===== config.mk =====
export PLATFORM = sky130hd
export DESIGN_NAME = taillight_sequencer
export DESIGN_NICKNAME = d
export VERILOG_FILES = /design/src/rtl/taillight_sequencer.sv
export SDC_FILE = /design/constraint.sdc
export NUM_CORES = 1
export LEC_CHECK = 0
export ABC_AREA = 1
export BUFFER_PORTS_ARGS = -buffer_cell sky130_fd_sc_hd__buf_2
export CAP_MARGIN = 5
export CORE_UTILIZATION = 55
export CTS_CLUSTER_SIZE = 28
export DETAILED_ROUTE_END_ITERATION = 8
export PLACE_DENSITY_LB_ADDON = 0.1
export REMOVE_ABC_BUFFERS = 1
export SETUP_SLACK_MARGIN = 0.15
export SKIP_CTS_REPAIR_TIMING = 1
export SLEW_MARGIN = 15
export SYNTH_ARGS = -nofsm -noshare
export SYNTH_HDL_FRONTEND = slang
export SYNTH_SLANG_ARGS = --single-unit

===== constraint.sdc =====
create_clock -name CLOCK_50 -period 2.92 [get_ports CLOCK_50]
set_clock_uncertainty 0.1 [all_clocks]
set_input_delay 0.146 -clock CLOCK_50 [delete_from_list [all_inputs] [get_ports CLOCK_50]]
set_output_delay 0.146 -clock CLOCK_50 [all_outputs]
set_load 0.1 [all_outputs]

===== src/rtl/taillight_sequencer.sv =====
// Parametrised sequential turn-signal / hazard / brake taillight controller.
// One sequence step per prescaler wrap; all outputs are registered.
module taillight_sequencer #(
    parameter int unsigned N_LAMPS  = 3,
    parameter int unsigned TICK_DIV = 50_000_000
) (
    input  logic               CLOCK_50,
    input  logic               Reset,
    input  logic               L,
    input  logic               R,
    input  logic               H,
    input  logic               B,
    output logic [N_LAMPS-1:0] LeftLamps,
    output logic [N_LAMPS-1:0] RightLamps,
    output logic [1:0]         Mode,
    output logic               Tick
);

    localparam int unsigned CntW  = (TICK_DIV > 1) ? $clog2(TICK_DIV) : 1;
    localparam int unsigned StepW = $clog2(N_LAMPS + 1);
    localparam logic [CntW-1:0]  CntMax  = CntW'(TICK_DIV - 1);
    localparam logic [StepW-1:0] StepMax = StepW'(N_LAMPS);

    typedef enum logic [1:0] {
        ModeIdle   = 2'd0,
        ModeLeft   = 2'd1,
        ModeRight  = 2'd2,
        ModeHazard = 2'd3
    } mode_e;

    mode_e              r_mode, w_mode_d, w_req;
    logic [StepW-1:0]   r_step, w_step_d;
    logic               r_phase, w_phase_d;
    logic [CntW-1:0]    r_cnt, w_cnt_d;
    logic               r_tick, w_tick_d;
    logic [N_LAMPS-1:0] r_left, r_right, w_left_d, w_right_d;
    logic [N_LAMPS-1:0] w_seq, w_brake;
    logic               w_wrap;

    always_ff @(posedge CLOCK_50) begin
        if (Reset) begin
            r_mode  <= ModeIdle;
            r_step  <= '0;
            r_phase <= 1'b0;
            r_cnt   <= '0;
            r_tick  <= 1'b0;
            r_left  <= '0;
            r_right <= '0;
        end else begin
            r_mode  <= w_mode_d;
            r_step  <= w_step_d;
            r_phase <= w_phase_d;
            r_cnt   <= w_cnt_d;
            r_tick  <= w_tick_d;
            r_left  <= w_left_d;
            r_right <= w_right_d;
        end
    end

    always_comb begin
        if (H || (L && R)) begin
            w_req = ModeHazard;
        end else if (L) begin
            w_req = ModeLeft;
        end else if (R) begin
            w_req = ModeRight;
        end else begin
            w_req = ModeIdle;
        end

        w_wrap    = (r_cnt == CntMax);
        w_mode_d  = r_mode;
        w_step_d  = r_step;
        w_phase_d = r_phase;
        w_cnt_d   = w_wrap ? '0 : r_cnt + 1'b1;
        w_tick_d  = w_wrap;

        // A new request restarts the pattern from dark with a fresh prescaler period.
        if (w_req != r_mode) begin
            w_mode_d  = w_req;
            w_step_d  = '0;
            w_phase_d = 1'b0;
            w_cnt_d   = '0;
            w_tick_d  = 1'b0;
        end else if (w_wrap) begin
            unique case (r_mode)
                ModeLeft, ModeRight: w_step_d = (r_step == StepMax) ? '0 : r_step + 1'b1;
                ModeHazard:          w_phase_d = ~r_phase;
                default:             ;
            endcase
        end
    end

    always_comb begin
        for (int k = 0; k < N_LAMPS; k++) begin
            w_seq[k] = (k < int'(w_step_d));
        end
        w_brake = B ? '1 : '0;

        w_left_d  = w_brake;
        w_right_d = w_brake;
        unique case (w_mode_d)
            ModeLeft:   w_left_d = w_seq;
            ModeRight:  w_right_d = w_seq;
            ModeHazard: begin
                w_left_d  = w_phase_d ? '1 : '0;
                w_right_d = w_phase_d ? '1 : '0;
            end
            default:    ;
        endcase
    end

    assign LeftLamps  = r_left;
    assign RightLamps = r_right;
    assign Mode       = r_mode;
    assign Tick       = r_tick;

endmodule

==> results of run 1 <==
[power breakdown]
| part | internal, mW | switching, mW |
|---|---|---|
| Clock | 0.190 | 0.190 |
| Combinational | 0.0199 | 0.0710 |
| Sequential | 0.523 | 0.00388 |
| Total | 0.733 | 0.265 |
[final timing paths]
check / start / end / slack (ns)
worst min-delay path: Reset / LeftLamps[0]$_SDFF_PP0_ / -0.009
worst max register to register: r_cnt[0]$_SDFF_PP0_ / r_cnt[3]$_SDFF_PP0_ / 1.02
worst min register to register: r_cnt[0]$_SDFF_PP0_ / r_cnt[0]$_SDFF_PP0_ / 0.37
worst max-delay path: r_cnt[0]$_SDFF_PP0_ / r_cnt[3]$_SDFF_PP0_ / 1.02
[cells in the final DEF, fill, tap and decap left out, types with 2 or more instances in the layout]
cell type	n
sky130_fd_sc_hd__inv_1	43
sky130_fd_sc_hd__ha_1	3
sky130_fd_sc_hd__inv_2	5
sky130_fd_sc_hd__nor2_2	3
sky130_fd_sc_hd__a21oi_1	8
sky130_fd_sc_hd__nor3_1	13
sky130_fd_sc_hd__clkbuf_8	6
sky130_fd_sc_hd__xor2_1	7
sky130_fd_sc_hd__nor4_1	3
sky130_fd_sc_hd__buf_2	14
sky130_fd_sc_hd__dfxtp_1	38
sky130_fd_sc_hd__nand3_2	2
sky130_fd_sc_hd__nor2_4	3
sky130_fd_sc_hd__nor2_1	45
sky130_fd_sc_hd__nand4_1	8
sky130_fd_sc_hd__nand3_1	12
sky130_fd_sc_hd__xnor2_1	6
sky130_fd_sc_hd__nand2_4	2
sky130_fd_sc_hd__nor3_4	2
sky130_fd_sc_hd__nand2_1	91
sky130_fd_sc_hd__nand2_2	9
[cells by family (layout without fill, tap and decap cells)]
family / after synthesis / in the layout / synth area share (%)
adder cells (fa/ha/maj): 3 / 3 / 1.72
XOR/XNOR: 13 / 13 / 5.22
AND/OR/NAND/NOR: 201 / 201 / 44.7
multiplexers: 1 / 1 / 0.459
flip-flops: 38 / 38 / 34.9
buffers and inverters: 51 / 71 / 9.29
AO/OA/AOI/OAI: 14 / 14 / 3.73
[stage by stage]
step / instances / hold slack (ns) / utilization, %
6_report: 389 / -0.00870 / 63.9
5_1_grt: 389 / 0.00404 / 63.9
4_1_cts: 389 / -0.0116 / 63.9
3_5_place_dp: 381 / 0.298 / 61.3
3_3_place_gp: 381 / 0.298 / 61.3
2_1_floorplan: 319 / 0.115 / -
[registers in the layout (all words and copies together), names as in the netlist]
signal	flops
Mode	2
RightLamps	3
r_phase	1
Tick	1
LeftLamps	3
r_step	2
r_cnt	26
[worst max-delay path, delay by kind of cell, from the launching register on]
family	cells	cell delay, ns
flops	1	0.38
fa+ha+maj	1	0.20
compound gates	1	0.11
simple gates	7	0.85
buf+inv	1	0.14
[layout make-up]
type	count	area, sq um	area share [%]
clock buffers	6	82.6	3.45
clock inverters	2	12.5	0.523
inverters	49	186	7.80
multi-input cells	232	1220	51.0
flip-flops and latches	38	761	31.8
well taps	48	60.1	2.51
repair buffers	14	70.1	2.93
[synthesized netlist by cell type, types with 3 or more instances]
library cell,number,share of area (%)
sky130_fd_sc_hd__nand2_1,91,16
sky130_fd_sc_hd__nor2_1,45,7.7
sky130_fd_sc_hd__inv_1,43,7.4
sky130_fd_sc_hd__dfxtp_1,38,35
sky130_fd_sc_hd__nor3_1,13,3.0
sky130_fd_sc_hd__nand3_1,12,2.8
sky130_fd_sc_hd__nand2_2,9,2.6
sky130_fd_sc_hd__a21oi_1,8,1.8
sky130_fd_sc_hd__nand4_1,8,2.3
sky130_fd_sc_hd__xor2_1,7,2.8
sky130_fd_sc_hd__xnor2_1,6,2.4
sky130_fd_sc_hd__inv_2,5,0.86
sky130_fd_sc_hd__ha_1,3,1.7
sky130_fd_sc_hd__nor2_2,3,0.86
sky130_fd_sc_hd__nor2_4,3,1.5
sky130_fd_sc_hd__nor4_1,3,0.86
[routing by layer]
metal  wire, um  track usage, %  part of all wire, %  vias to the layer above
met5          0               0                    0                        -
li1           -               -                    -                     1031
met3        263            6.34                  5.5                        7
met1       2290            32.8                   48                      914
met4         52            6.39                  1.1                        0
met2       2150            41.5                   45                       46
==> run summary, run 1 <==
========================================================================================================
Total number of vias ......................................................................        1,998
Final routed wire length divided by cell count ............................................      12.2 um
Worst-case setup margin in the final layout ...............................................      1.02 ns
1st-pass router iterations ................................................................            4
Unrepaired setup endpoints after global routing ...........................................        false
Iter 0 DRT Violations .....................................................................          145
# diodes ..................................................................................            0
Async set-reset flop share out of synthesis ...............................................           0%
Dominant register cell in the synthesized netlist ......................................... sky130_fd_sc_hd__dfxtp_1
Crit. End Element .........................................................................    flip-flop
Post-synthesis sequential area ratio ......................................................        34.9%
Via/cell ratio ............................................................................         5.14
Total CTS buffers .........................................................................            5
Setup TNS .................................................................................         0 ns
Reg2reg path depth ........................................................................           10
Count of port buffers added during placement ..............................................           14
Worst Setup Slack post-DPL ................................................................      1.02 ns
Proportion of layout cells with a drive suffix above 1 ....................................        16.1%
Critical path launch point type ...........................................................    flip-flop
Post-CTS clock slew at the launch and capture registers of the worst setup and hold paths .      0.08 ns
Weighted congestion at the end of routability-driven global placement .....................        0.939
Final critical delay including setup and external delays ..................................      1.90 ns
Count of final max-slew check failures ....................................................            0
Fin area .................................................................................. 0.00239 sq mm
Number of instances in the synthesized netlist ............................................          321
Slew @ Worst Pin ..........................................................................     0.487 ns
IR drop worst, VDD ........................................................................     0.317 mV
Initial antenna violation count ...........................................................            0
Maximum clock path buffer count ...........................................................            2
Clock tree from TritonCTS .................................................................         done
Cell row count ............................................................................           22
Path class of the lowest-slack min-delay path .............................................       in2reg
Final Hold Viols ..........................................................................            2
Violations in the final reports ...........................................................  hold timing
Die Footprint ............................................................................. 0.00422 sq mm
Number of maximum-capacitance violations ..................................................            0
Total power consumption of the routed design ..............................................       998 uW
Buffer cell driving the clock tree root ................................................... sky130_fd_sc_hd__clkbuf_8
Signal arrival time at the worst endpoint .................................................      1.99 ns
Worst hold margin .........................................................................  -0.00870 ns
List of cells traversed by the critical path .............................................. ha_1 -> nand2_2 -> nor2_4 -> nand2_2 -> nor2_4 -> nand2_4 -> nand3_4 -> inv_2 -> o21ai_0 -> nor2_1
FMAX ......................................................................................    0.525 GHz
Placed instance area ...................................................................... 0.00230 sq mm
Total wirelength of the detailed-routed design ............................................      4750 um
Power Density .............................................................................  417 mW/mm^2
Initial core utilization ..................................................................        58.3%
Number of flops mapped to enable cells by yosys ...........................................            0
Setup violations, final ...................................................................            0
Cell with the largest stage delay on the worst path ....................................... sky130_fd_sc_hd__dfxtp_1
Clock Latency Late Sink ...................................................................      0.29 ns
Total congestion overflow after global routing ............................................            0
Depth of the worst hold-timing path .......................................................            2
First-pass GRT wire length ................................................................      8060 um
Level count of the clock H-tree ...........................................................            2
Placed wire-length estimate ...............................................................      3750 um
Post-route DRC violation count ............................................................            0
Leakage ...................................................................................      1.08 nW
Classification of the worst setup path ....................................................      reg2reg
Number of distinct library cells after synthesis ..........................................           37
Via count of the first global-routing pass ................................................        1,802
Number of nets still failing antenna checks after routing .................................            0
Vertical die dimension ....................................................................      65.0 um
Result of the run ......................................................................... finished, violations left
Largest net degree at the start of global routing .........................................           17
Data required time of the worst path ......................................................      3.00 ns
Post-Syn Area ............................................................................. 0.00218 sq mm
Die Span X ................................................................................      65.0 um
Core area ................................................................................. 0.00374 sq mm
Number of nets in the final layout ........................................................          349
Avg Inst Size Synth .......................................................................   6.80 sq um
Fill count ................................................................................          371
Synthesis-to-finish area growth ...........................................................        9.58%
Total number of yosys warnings ............................................................            0
CTS Sinks .................................................................................           38
Total of flip-flops plus latches after synthesis ..........................................           38
Delay of the slowest critical-path stage ..................................................      0.38 ns
Slew margin rel. ..........................................................................        67.8%
Number of top-level pins ..................................................................           15
Total global-route track usage ............................................................        25.3%
Post-route fraction of the period consumed by the critical path ...........................        65.2%
Highest fanout seen on the critical path ..................................................           16
========================================================================================================
No activity file was read; power rests on OpenSTA's default activity.
==> run 2, diff against run 1 <==
CORE_UTILIZATION = 54   (was 55)
clock period = 1.7 ns   (was 2.92 ns; I/O delays follow)
==> run 2 against run 1 <==
- the flow finishes with violations (hold timing, setup timing)
- worst hold slack better by 0.0062 ns
- wire length up 23%
- die area up 1.8%
- sequential cell count unchanged
- critical path type unchanged
- largest cell class unchanged
==> run summary, run 2 (synthesized netlist as in run 1, its figures left out) <==
========================================================================================================
FMAX ......................................................................................    0.582 GHz   +11%
Violations in the final reports ........................................................... hold timing, setup timing
Total global-route track usage ............................................................        26.6%   +1.3 points
Number of nets in the final layout ........................................................          380   +8.9%
Most common cell after layout, fill and taps aside ........................................ sky130_fd_sc_hd__nand2_1
Number of nets still failing antenna checks after routing .................................            0   unchanged
Delay of the slowest critical-path stage ..................................................      0.37 ns   about the same
Most Frequent Cell on Critical Path ....................................................... sky130_fd_sc_hd__nand2_1
1st-pass router iterations ................................................................            4   unchanged
# diodes ..................................................................................            0   unchanged
Post-route fraction of the period consumed by the critical path ...........................         101%   +36 points
Classification of the worst setup path ....................................................      reg2reg
Largest reg by FF count ...................................................................        r_cnt
Multi-input gate area ..................................................................... 0.00146 sq mm   +20%
Largest net degree at the start of global routing .........................................           16   -1
IR drop worst, VDD ........................................................................     0.509 mV   +61%
Setup TNS .................................................................................   -0.0506 ns   -0.0506 ns
Count of port buffers added during placement ..............................................           14   unchanged
Weighted congestion at the end of routability-driven global placement .....................        0.945   +0.66%
Worst Setup Slack post-DPL ................................................................   -0.0156 ns   -1.04 ns
Post-CTS clock slew at the launch and capture registers of the worst setup and hold paths .      0.07 ns   about the same
Die Footprint ............................................................................. 0.00430 sq mm   +1.8%
Unrepaired setup endpoints after global routing ...........................................         true
Total wirelength of the detailed-routed design ............................................      5860 um   +23%
CTS Sinks .................................................................................           38   unchanged
Clock tree from TritonCTS .................................................................         done
Number of maximum-capacitance violations ..................................................            0   unchanged
Sw Pwr ....................................................................................       466 uW   +76%
Footprint of the flip-flops and latches ...................................................    796 sq um   +4.6%
Signal arrival time at the worst endpoint .................................................      1.86 ns   -0.13 ns
Beginning of the worst hold path ..........................................................        Reset
Die Span X ................................................................................      65.6 um   +0.90%
Utilization after layout ..................................................................        77.8%   +14 points
Via count of the first global-routing pass ................................................        1,851   +2.7%
Leakage ...................................................................................      1.34 nW   +24%
Slew margin rel. ..........................................................................        67.7%   -0.12 points
Proportion of layout cells with a drive suffix above 1 ....................................        41.5%   +25 points
Maximum clock path buffer count ...........................................................            2   unchanged
Highest fanout seen on the critical path ..................................................            5   -11
Reg-to-reg setup timing slack .............................................................     -0.02 ns   -1.03 ns
Count of final max-slew check failures ....................................................            0   unchanged
Iter 0 DRT Violations .....................................................................          120   -17%
List of cells traversed by the critical path .............................................. ha_4 -> nand2_4 -> nor2_4 -> nand2_2 -> nor2_4 -> buf_4 -> nand3_1 -> nand2_1 -> nand2_1 -> nand2_1 -> nand2_2 -> nand2_1
Level count of the clock H-tree ...........................................................            2   unchanged
Internal power summed over all cells ......................................................      1.24 mW   +69%
Met3 WL ...................................................................................       332 um   +26%
Share of total power consumed by net switching ............................................        27.3%   +0.76 points
Total met2 wirelength after detailed routing ..............................................      2680 um   +24%
Initial core utilization ..................................................................        57.9%   -0.43 points
Clock network power share .................................................................        34.6%   -3.5 points
Total congestion overflow after global routing ............................................            0   unchanged
Buffer cell driving the clock tree root ................................................... sky130_fd_sc_hd__clkbuf_8
Reg2reg path depth ........................................................................           12   +2
Critical R2R Launch ....................................................................... r_cnt[0]$_SDFF_PP0_
Comb power frac ...........................................................................        12.6%   +3.5 points
Hold worst-path end ....................................................................... RightLamps[0]$_SDFF_PP0_
Cell row count ............................................................................           22   unchanged
Number of top-level pins ..................................................................           15   unchanged
First-pass GRT wire length ................................................................      8460 um   +5.0%
Final Hold Viols ..........................................................................            1   -1
Depth of the worst hold-timing path .......................................................            4   +2
Final routed wire length divided by cell count ............................................      14.0 um   +14%
Top metal layer carrying routed signals ...................................................         met4
Fill count ................................................................................          275   -26%
Total number of vias ......................................................................        2,219   +11%
Worst-case setup margin in the final layout ...............................................   -0.0177 ns   -1.03 ns
Clock Latency Late Sink ...................................................................      0.29 ns   about the same
Reg-to-reg critical path endpoint ......................................................... RightLamps[1]$_SDFF_PP0_
Placed wire-length estimate ...............................................................      3850 um   +2.8%
Post-route DRC violation count ............................................................            0   unchanged
Max reg flops .............................................................................           26   unchanged
Worst hold margin .........................................................................  -0.00254 ns   +0.00616 ns
Crit. End Element .........................................................................    flip-flop
Synthesis-to-finish area growth ...........................................................        34.5%
Initial antenna violation count ...........................................................            0   unchanged
Core area ................................................................................. 0.00377 sq mm   +0.74%
Slew @ Worst Pin ..........................................................................     0.488 ns   +0.00182 ns
Result of the run ......................................................................... finished, violations left
Commonest cells after routing, fill and taps aside ........................................ sky130_fd_sc_hd__nand2_1 (78), sky130_fd_sc_hd__inv_1 (34), sky130_fd_sc_hd__nor2_1 (32)
Final critical delay including setup and external delays ..................................      1.72 ns   -0.185 ns
Sequential share of power .................................................................        52.8%   about the same
Data required time of the worst path ......................................................      1.84 ns   -1.16 ns
Metal-1 WL ................................................................................      2700 um   +18%
Path class of the lowest-slack min-delay path .............................................       in2reg
Via/cell ratio ............................................................................         5.30   +3.1%
Setup violations, final ...................................................................            5   +5
Power Density .............................................................................  582 mW/mm^2   +39%
Cell with the largest stage delay on the worst path ....................................... sky130_fd_sc_hd__dfxtp_4
Vertical die dimension ....................................................................      65.6 um   +0.90%
Critical path launch point type ...........................................................    flip-flop
Total CTS buffers .........................................................................            5   unchanged
========================================================================================================
-- run 2: area by class of cell --
type                    count  share of cell area [%]
multi-input cells         232                    49.7
repair inverters            1                   0.213
inverters                  49                    6.61
repair buffers             44                    11.8
well taps                  48                    2.05
clock buffers               7                    2.60
flip-flops and latches     38                    27.1
-- run 2: worst max-delay path, delay by kind of cell, from the launching register on --
family        cells  cell delay, ns
simple gates     10            0.94
buf+inv           1            0.14
fa+ha+maj         1            0.15
flops             1            0.37
-- run 2: metrics by stage --
step           cell area (sq um)  cells  power, mW
2_1_floorplan               2170    319       1.05
5_1_grt                     2940    419       1.78
4_1_cts                     2500    403       1.68
6_report                    2940    419       1.71
3_3_place_gp                2420    396       1.09
3_5_place_dp                2420    396       1.10
-- run 2: worst max path at each step --
stage                   startpoint                  endpoint
2_1_floorplan   Mode[1]$_SDFF_PP0_   LeftLamps[0]$_SDFF_PP0_
3_3_place_gp   r_cnt[0]$_SDFF_PP0_  RightLamps[2]$_SDFF_PP0_
3_5_place_dp   r_cnt[0]$_SDFF_PP0_   LeftLamps[1]$_SDFF_PP0_
4_1_cts        r_cnt[0]$_SDFF_PP0_   LeftLamps[1]$_SDFF_PP0_
5_1_grt        r_cnt[0]$_SDFF_PP0_   LeftLamps[1]$_SDFF_PP0_
6_report       r_cnt[0]$_SDFF_PP0_  RightLamps[1]$_SDFF_PP0_
-- run 2: power groups by stage --
stage / Combinational (mW) / Sequential [mW] / Clock [mW]
finish: 0.216 / 0.901 / 0.590
global route: 0.231 / 0.901 / 0.649
CTS: 0.171 / 0.906 / 0.599
detailed placement: 0.170 / 0.927 / 0
global placement: 0.169 / 0.926 / 0
floorplan: 0.0690 / 0.981 / 0
-- run 2: routing by layer --
layer  up-vias  GRT usage [%]
li1       1109              -
met1      1027           38.2
met2        65           38.0
met3        18           6.77
met4         0           9.51
met5         -              0
==> run 3, diff against run 2 <==
CTS_CLUSTER_DIAMETER = 100   (was not set)
SKIP_CTS_REPAIR_TIMING = not set   (was 1)
==> run 3 against run 2 <==
- the flow now finishes without violations
- maximum frequency is 3.9% higher
- wire length shrank 5.4%
- cell area shrank 2.9%
==> run summary, run 3 (synthesized netlist as in run 1, its figures left out) <==
========================================================================================================
Result of the run ......................................................................... finished, final reports clean
IR drop worst, VDD ........................................................................     0.506 mV   -0.58%
Commonest cells after routing, fill and taps aside ........................................ sky130_fd_sc_hd__nand2_1 (73), sky130_fd_sc_hd__inv_1 (34), sky130_fd_sc_hd__nor2_1 (32)
Most common cell after layout, fill and taps aside ........................................ sky130_fd_sc_hd__nand2_1
Delay of the slowest critical-path stage ..................................................      0.36 ns   about the same
Post-route fraction of the period consumed by the critical path ...........................        97.3%   -3.7 points
Max reg flops .............................................................................           26   unchanged
Setup TNS .................................................................................         0 ns   +0.0506 ns
Crit. End Element .........................................................................    flip-flop
Initial core utilization ..................................................................        57.9%   unchanged
Reg-to-reg setup timing slack .............................................................      0.05 ns   +0.06 ns
Classification of the worst setup path ....................................................      reg2reg
Clock tree from TritonCTS .................................................................         done
First-pass GRT wire length ................................................................      8580 um   +1.5%
Initial antenna violation count ...........................................................            0   unchanged
List of cells traversed by the critical path .............................................. ha_4 -> nand2_4 -> nor2_4 -> nand2_1 -> nor4_4 -> nand4_1 -> o21ai_1 -> nor2_1
Maximum clock path buffer count ...........................................................            2   unchanged
Synthesis-to-finish area growth ...........................................................        30.6%
Post-route DRC violation count ............................................................            0   unchanged
Iter 0 DRT Violations .....................................................................          129   +7.5%
Weighted congestion at the end of routability-driven global placement .....................        0.945   unchanged
Slew margin rel. ..........................................................................        67.9%   +0.27 points
FMAX ......................................................................................    0.605 GHz   +3.9%
Worst Setup Slack post-DPL ................................................................   -0.0156 ns   unchanged
Total number of vias ......................................................................        2,155   -2.9%
Buffers plus inverters on the worst setup path ............................................            0   -1
Count of port buffers added during placement ..............................................           14   unchanged
Path class of the lowest-slack min-delay path .............................................       in2reg
Via/cell ratio ............................................................................         5.27   -0.51%
Leakage ...................................................................................      1.30 nW   -3.1%
Die Span X ................................................................................      65.6 um   unchanged
Count of final max-slew check failures ....................................................            0   unchanged
Final routed wire length divided by cell count ............................................      13.6 um   -3.1%
Number of top-level pins ..................................................................           15   unchanged
Number of maximum-capacitance violations ..................................................            0   unchanged
# diodes ..................................................................................            0   unchanged
Signal arrival time at the worst endpoint .................................................      1.74 ns   -0.12 ns
Proportion of layout cells with a drive suffix above 1 ....................................        41.0%   -0.51 points
Total CTS buffers .........................................................................            5   unchanged
Critical path launch point type ...........................................................    flip-flop
Placed wire-length estimate ...............................................................      3850 um   unchanged
Post-CTS clock slew at the launch and capture registers of the worst setup and hold paths .      0.07 ns   about the same
Die Footprint ............................................................................. 0.00430 sq mm   unchanged
Largest reg by FF count ...................................................................        r_cnt
Data required time of the worst path ......................................................      1.79 ns   -0.05 ns
Final Hold Viols ..........................................................................            0   -1
Total congestion overflow after global routing ............................................            0   unchanged
Buffer cell driving the clock tree root ................................................... sky130_fd_sc_hd__clkbuf_8
Number of nets still failing antenna checks after routing .................................            0   unchanged
Total global-route track usage ............................................................        27.0%   +0.37 points
Core area ................................................................................. 0.00377 sq mm   unchanged
Highest fanout seen on the critical path ..................................................            5   unchanged
Largest net degree at the start of global routing .........................................           16   unchanged
Cell with the largest stage delay on the worst path ....................................... sky130_fd_sc_hd__dfxtp_2
Final critical delay including setup and external delays ..................................      1.65 ns   -0.0637 ns
Kind of cell with the highest combined delay on the critical path ......................... simple AND/OR/NAND/NOR gates
Level count of the clock H-tree ...........................................................            2   unchanged
Setup violations, final ...................................................................            0   -5
CTS Sinks .................................................................................           38   unchanged
Unrepaired setup endpoints after global routing ...........................................         true
Via count of the first global-routing pass ................................................        1,860   +0.49%
Worst-case setup margin in the final layout ...............................................    0.0460 ns   +0.0637 ns
Vertical die dimension ....................................................................      65.6 um   unchanged
1st-pass router iterations ................................................................            4   unchanged
Clock Latency Late Sink ...................................................................      0.29 ns   about the same
Number of nets in the final layout ........................................................          370   -2.6%
Fill count ................................................................................          295   +7.3%
Total wirelength of the detailed-routed design ............................................      5550 um   -5.4%
Slew @ Worst Pin ..........................................................................     0.484 ns   -0.00415 ns
Power Density .............................................................................  596 mW/mm^2   +2.6%
Cell row count ............................................................................           22   unchanged
========================================================================================================
==> run 3: changes by cell type in the layout (fill, tap and decap cells not counted), moves of 2 or more <==
cell / change
sky130_fd_sc_hd__buf_4: -7
sky130_fd_sc_hd__inv_6: +2
sky130_fd_sc_hd__dfxtp_4: -2
sky130_fd_sc_hd__nand2_2: +5
sky130_fd_sc_hd__nand3_2: -2
sky130_fd_sc_hd__nand3_1: +2
sky130_fd_sc_hd__buf_6: -2
sky130_fd_sc_hd__dfxtp_2: +2
sky130_fd_sc_hd__nand2_1: -5
==> run 3: through the flow <==
stage	instances	util [%]	hold WS [ns]	power (mW)	area [sq um]
final	409	75.5	0.0441	1.70	2850
after global routing	409	75.5	0.0729	1.77	2850
after CTS	406	68.5	0.0239	1.69	2580
after detailed placement	396	64.2	0.243	1.10	2420
after global placement	396	64.2	0.238	1.09	2420
after floorplan	319	-	0.0541	1.05	2170
==> run 3: tightest hold or removal path, stage by stage <==
cell and delay, ns:
sky130_fd_sc_hd__buf_2 0.09, sky130_fd_sc_hd__nand2_1 0.05, sky130_fd_sc_hd__nand2_1 0.07, sky130_fd_sc_hd__nand2_2 0.06
sky130_fd_sc_hd__nand2_1 0.05
==> run 3: cell type report <==
class | instances | area, sq um | area share [%]
Inverter | 49 | 191 | 6.72
Clock buffer | 7 | 76.3 | 2.68
Timing Repair Buffer | 34 | 260 | 9.13
Sequential cell | 38 | 791 | 27.8
Multi-Input combinational cell | 232 | 1460 | 51.3
Tap cell | 48 | 60.1 | 2.11
Timing Repair inverter | 1 | 8.76 | 0.307
==> run 3: timing repair <==
item                                   in CTS  in global routing
hold buffers                                1                  0
gates cloned                                1                  1
pin swaps                                  13                 20
setup endpoints to repair                  33                 34
resized for setup                          22                 78
buffers inserted                            1                  2
endpoints found under the hold margin       4                  0
==> run 3: final timing paths <==
kind / from / to / depth (start not counted)
max: r_cnt[0]$_SDFF_PP0_ / r_cnt[18]$_SDFF_PP0_ / 8
min: B / RightLamps[2]$_SDFF_PP0_ / 5
max reg2reg: r_cnt[0]$_SDFF_PP0_ / r_cnt[18]$_SDFF_PP0_ / 8
min reg2reg: r_cnt[5]$_SDFF_PP0_ / r_cnt[5]$_SDFF_PP0_ / 2
==> run 3: where the power goes <==
group | internal (mW) | switching, mW | leakage [nW]
Combinational | 0.0582 | 0.147 | 0.943
Clock | 0.282 | 0.309 | 0.0383
Sequential | 0.895 | 0.00797 | 0.317
Total | 1.24 | 0.463 | 1.30
==> run 3: per-layer routing <==
layer  GRT usage (%)  wire length [um]
met3            6.77               382
met4            9.51               104
met5               0                 0
met1            38.4              2580
met2            39.0              2480
